==> config.mk <==
export PLATFORM = sky130hd
export DESIGN_NAME = satalnk_txsched
export DESIGN_NICKNAME = d
export VERILOG_FILES = /design/src/rtl/satalnk_txsched.sv
export SDC_FILE = /design/constraint.sdc
export NUM_CORES = 1
export LEC_CHECK = 0
export BUFFER_PORTS_ARGS = -buffer_cell sky130_fd_sc_hd__buf_2
export CAP_MARGIN = 20
export CORE_ASPECT_RATIO = 0.5
export CORE_UTILIZATION = 50
export CTS_CLUSTER_SIZE = 24
export DETAILED_ROUTE_END_ITERATION = 10
export GPL_TIMING_DRIVEN = 0
export MAX_ROUTING_LAYER = met4
export PLACE_DENSITY = 0.9
export REMOVE_ABC_BUFFERS = 1
export SYNTH_ARGS = -nofsm -noshare
export SYNTH_HDL_FRONTEND = slang
export SYNTH_SLANG_ARGS = --single-unit
==> constraint.sdc <==
create_clock -name i_clk -period 2.8 [get_ports i_clk]
set_input_delay 0.84 -clock i_clk [delete_from_list [all_inputs] [get_ports i_clk]]
set_output_delay 0.84 -clock i_clk [all_outputs]
set_load 0.05 [all_outputs]
==> src/rtl/satalnk_txsched.sv <==
// SATA link TX scheduler: forwards link dwords to the PHY and inserts periodic ALIGN bursts.
// Latency: one cycle from s_valid && s_ready to m_data.
// Backpressure: m_ready low holds m_data; s_ready drops during ALIGN bursts, PHY stalls and link down.
// Optional macro SATALNK_TXCONT_EN enables CONT suppression of repeated primitives.
module satalnk_txsched #(
  parameter int ALIGN_INTERVAL = 254,
  parameter int ALIGN_COUNT    = 2
) (
  input  logic        i_clk,
  input  logic        i_reset,
  input  logic        i_phy_ready,
  input  logic        s_valid,
  output logic        s_ready,
  input  logic [32:0] s_data,
  output logic        m_valid,
  input  logic        m_ready,
  output logic [32:0] m_data,
  output logic        o_align
);

  // Primitive encodings, bit 32 is the primitive (K-character) flag
  localparam logic [32:0] P_ALIGN   = {1'b1, 32'h7B4A4ABC};
  localparam logic [32:0] P_SYNC    = {1'b1, 32'hB5B5957C};
  localparam logic [32:0] P_CONT    = {1'b1, 32'h9999AA7C};
  localparam logic [32:0] P_HOLD    = {1'b1, 32'hD5D5AA7C};
  localparam logic [32:0] P_HOLDA   = {1'b1, 32'h9595AA7C};
  localparam logic [32:0] P_R_RDY   = {1'b1, 32'h4A4A957C};
  localparam logic [32:0] P_X_RDY   = {1'b1, 32'h5757B57C};
  localparam logic [32:0] P_R_IP    = {1'b1, 32'h5555B57C};
  localparam logic [32:0] P_R_OK    = {1'b1, 32'h3535B57C};
  localparam logic [32:0] P_R_ERR   = {1'b1, 32'h5656B57C};
  localparam logic [32:0] P_WTRM    = {1'b1, 32'h5858B57C};
  localparam logic [32:0] P_PMREQ_P = {1'b1, 32'h1717B57C};
  localparam logic [32:0] P_PMREQ_S = {1'b1, 32'h7575957C};

  typedef enum logic {S_PASS, S_ALIGN} state_t;

  state_t      r_state;
  state_t      w_state_nxt;
  logic [8:0]  r_cnt;
  logic [1:0]  r_burst;
  logic        r_m_valid;
  logic [32:0] r_m_data;
  logic        r_align;
  logic [32:0] w_fwd;
  logic        w_load;
  logic        w_take;
  logic        w_last_int;
  logic        w_last_burst;
  logic [8:0]  w_cnt_inc;

  assign w_load       = !r_m_valid || m_ready;
  assign w_take       = s_valid && s_ready;
  assign w_last_int   = (r_cnt == 9'(ALIGN_INTERVAL - 1));
  assign w_last_burst = (r_burst == 2'(ALIGN_COUNT - 1));
  // Arithmetic saturates; the interval wraps only through the compare above
  assign w_cnt_inc    = (&r_cnt) ? r_cnt : r_cnt + 9'd1;

  assign m_valid = r_m_valid;
  assign m_data  = r_m_data;
  assign o_align = r_align;

  // Next state and link-side ready
  always_comb begin
    w_state_nxt = r_state;
    s_ready     = (r_state == S_PASS) && w_load && i_phy_ready;
    if (!i_phy_ready) begin
      w_state_nxt = S_PASS;
    end else begin
      case (r_state)
        S_PASS:  if (w_take && w_last_int) w_state_nxt = S_ALIGN;
        S_ALIGN: if (w_load && w_last_burst) w_state_nxt = S_PASS;
        default: w_state_nxt = S_PASS;
      endcase
    end
  end

  // State register
  always_ff @(posedge i_clk) begin
    if (i_reset) r_state <= S_PASS;
    else         r_state <= w_state_nxt;
  end

  // Output register, interval and burst counters
  always_ff @(posedge i_clk) begin
    if (i_reset) begin
      r_m_valid <= 1'b0;
      r_m_data  <= P_SYNC;
      r_align   <= 1'b0;
      r_cnt     <= 9'd0;
      r_burst   <= 2'd0;
    end else if (!i_phy_ready) begin
      r_cnt   <= 9'd0;
      r_align <= 1'b0;
      if (w_load) r_m_valid <= 1'b0;
    end else if (r_state == S_PASS) begin
      if (w_take) begin
        r_m_data  <= w_fwd;
        r_m_valid <= 1'b1;
        if (w_last_int) begin
          r_cnt   <= 9'd0;
          r_burst <= 2'd0;
          r_align <= 1'b1;
        end else begin
          r_cnt <= w_cnt_inc;
        end
      end else if (w_load) begin
        r_m_valid <= 1'b0;
      end
    end else begin
      if (w_load) begin
        r_m_data  <= P_ALIGN;
        r_m_valid <= 1'b1;
        r_burst   <= r_burst + 2'd1;
        if (w_last_burst) r_align <= 1'b0;
      end
    end
  end

`ifdef SATALNK_TXCONT_EN
  logic [32:0] r_last;
  logic [1:0]  r_rep;
  logic [31:0] r_lfsr;
  logic        w_rptbl;
  logic        w_match;
  logic [31:0] w_lfsr_nxt;

  // Galois LFSR, x^32+x^22+x^2+x+1, shifting right
  assign w_lfsr_nxt = {1'b0, r_lfsr[31:1]} ^ (r_lfsr[0] ? 32'h80200003 : 32'h0);
  assign w_match    = w_rptbl && (s_data == r_last);

  // Primitives that may be replaced by CONT when repeated
  always_comb begin
    w_rptbl = 1'b0;
    case (s_data)
      P_HOLD, P_HOLDA, P_SYNC, P_R_RDY, P_X_RDY, P_R_IP, P_R_OK,
      P_R_ERR, P_WTRM, P_PMREQ_P, P_PMREQ_S: w_rptbl = 1'b1;
      default: w_rptbl = 1'b0;
    endcase
  end

  // r_rep counts consecutive sends of r_last: 3rd becomes CONT, later ones junk
  always_comb begin
    w_fwd = s_data;
    if (w_match) begin
      case (r_rep)
        2'd2:    w_fwd = P_CONT;
        2'd3:    w_fwd = {1'b0, r_lfsr};
        default: w_fwd = s_data;
      endcase
    end
  end

  // Repeat tracking; an ALIGN burst or link drop forces the primitive to be resent
  always_ff @(posedge i_clk) begin
    if (i_reset) begin
      r_last <= 33'd0;
      r_rep  <= 2'd0;
      r_lfsr <= 32'hC2D2768D;
    end else if (!i_phy_ready || r_state == S_ALIGN) begin
      r_rep <= 2'd0;
    end else if (w_take && s_data != P_ALIGN) begin
      r_last <= s_data;
      if (w_match) begin
        if (r_rep != 2'd3) r_rep <= r_rep + 2'd1;
        else               r_lfsr <= w_lfsr_nxt;
      end else begin
        r_rep <= 2'd1;
      end
    end
  end
`else
  assign w_fwd = s_data;
`endif

endmodule

==> results.cfg <==
[pwr]
p_sw_frac = 0.2700
power.switching_mw = 0.4176
power_frac_clock = 0.375
vdd_ir_drop_max_v = 0.0003011
p_per_area_mw_per_mm2 = 647.8
p_seq_frac = 0.462
power_leakage_nw = 0.9901
combPwrFrac = 0.163
p_int_mw = 1.129

[critical_path]
start_kind = primary input
crit_type = primary input to output pin
required_ps = 1960
path_max_fanout = 8
crit_path_end_kind = output pin
arrival_ps = 1710

[logic_synthesis]
synth_seq_cells = 47
synth_top_cell_by_area = dfxtp_1
ys_top_cells_by_count = dfxtp_1, o22ai_1, nor2_1
syn_area_mm2 = 0.001889
syn_inst = 189
async_flop_share = 0
ys_types = 40
synth_area_leaders = dfxtp_1, a221o_1, o22ai_1
synth_top_area_frac = 0.4980
synthMostInstantiatedCell = dfxtp_1
yosysWarnings = 0
synthFlopType = dfxtp_1
avgSynthCellArea_um2 = 9.996
synth_edf_count = 0
yosysSeqAreaShare = 0.4980

[routing]
totalWireLength_mm = 4.244
detail_route.wl_per_cell_um = 13.82
dr.pass1.iters = 4
via_per_inst = 5.674
drcViolationCount = 0
drt_iter0_drc = 104
vias = 1742
ant_nets = 0

[worst_hold_path]
min-delay-path-class = flip-flop to flip-flop

[floorplanning]
die_y_um = 45.47
die_width_um = 88.93
core_mm2 = 0.003528
start_util = 0.5355
pin_count = 74
fp-row-count = 15
dieArea_mm2 = 0.004043

[clock_network]
clk_path_buf_depth = 2
cts.clk_slew.worst_paths_ps = 90
clock-sinks = 47
insertion_delay_ps = 300
cts-hold-fix-buffers = 0
cts_tree = built
htree_levels = 2
cts-root-buf = clkbuf_8
post_cts_resized = 0
cts_buffers = 5
postCtsSetupBuffers = 0

[grt]
grt.overflow.total = 0
grt_max_degree = 41
grt_first_pass_wirelength_mm = 6.410
grt_pass1_vias = 1524
grt.total_usage = 0.2223
antenna_found_initial = 0

[finish]
area_growth_pct = 26.36
final_nets = 297
utilization = 0.6766
final_layout_size_suffix_gt1_frac = 0.3477
postLayoutCellArea_mm2 = 0.002387
n_antenna_cell = 0

[sta]
period_needed_ps = 2553
worst-slew-pin-transition_ps = 734.6
maxSlewHeadroom = 0.5099
fin_crit_sh = 0.9119
finClkSkew_ps = 6.866
timing.final.hold_violations = 0
setup_violations = 0
hold_ws_ps = 482.4
rsz0062_at_grt = no
fmax_ghz = 0.3916
slew_viol_final = 0

[placed_design]
placed_cell_area_mm2 = 0.002251
io_buffers = 73
place.gp.congestion = 0.8507
dpl.hpwl_mm = 2.956

[run_status]
status = finished clean

[flow_run]
drv_cap = 0
## cell usage in the layout (no fill, tap or decap), types with 3 or more instances in the layout
master    Yosys  final
nand2_1      10     10
nor2_1       17     17
dfxtp_1      47     47
ha_1          4      4
a22oi_1       3      3
clkbuf_8      0      5
nand2b_1     11     11
o22ai_1      19     19
o21ai_0       3      3
a21oi_1       7      7
nor2b_1       4      4
buf_2         6     73
a32o_1        4      4
nand3_1       4      4
a221o_1      12     12
## sequential cells by signal, summed over array words and instances, names as in the netlist
register	cells
r_state	1
r_cnt	9
m_data	33
r_burst	2
m_valid	1
o_align	1
## per-stage QoR
step,setup TNS (ps),total power [mW],std cells,setup slack (ps)
after floorplan,0,0.9011,174,327.8
after global placement,-239.1,0.9729,298,-120.0
after detailed placement,0,0.9816,299,191.4
after CTS,0,1.562,307,245.7
after global routing,0,1.607,307,207.2
final,0,1.546,307,246.6
## critical path, stage by stage
cell	delay, ps
buf_2	70
nand2b_1	330
and3b_1	210
buf_2	260
## cell type report
type,instances,area [um2]
flip-flops and latches,47,940.9
multi-input cells,125,865.8
fillers,297,1141
well taps,51,63.81
clock buffers,5,68.82
repair buffers,74,372.9
inverters,2,7.507
clock inverters,3,67.56
## per-layer routing
| layer | up-vias | routed length (um) | global-route usage |
|---|---|---|---|
| met5 | - | 0 | - |
| met4 | 0 | 63 | 0.1016 |
| met3 | 7 | 229 | 0.04891 |
| met2 | 52 | 2082 | 0.4138 |
| met1 | 842 | 1868 | 0.2327 |
| li1 | 841 | - | - |
## power groups by stage
stage               combinational (mW)  sequential, mW  clock, mW
finish                           0.252           0.714      0.580
global route                     0.268           0.718      0.622
CTS                              0.253           0.714      0.595
detailed placement               0.252           0.729          0
global placement                 0.246           0.727          0
floorplan                       0.0669           0.834          0
## cell families after synthesis
logic type,count (synthesis),share of synthesized area
flip-flops,47,0.4980
AND/OR/NAND/NOR,65,0.2086
buffers and inverters,17,0.04371
AO/OA/AOI/OAI,56,0.2232
adder cells (fa/ha/maj),4,0.02649
## worst paths after layout
kind,startpoint,to,slack [ps],depth (start not counted)
worst max-delay path,m_ready,s_ready,250,4
worst min register to register,o_align,o_align,480,2
worst min-delay path,o_align,o_align,480,2
worst max register to register,r_cnt[4],r_cnt[6],760,7
Power figures use the tool's default switching activity.
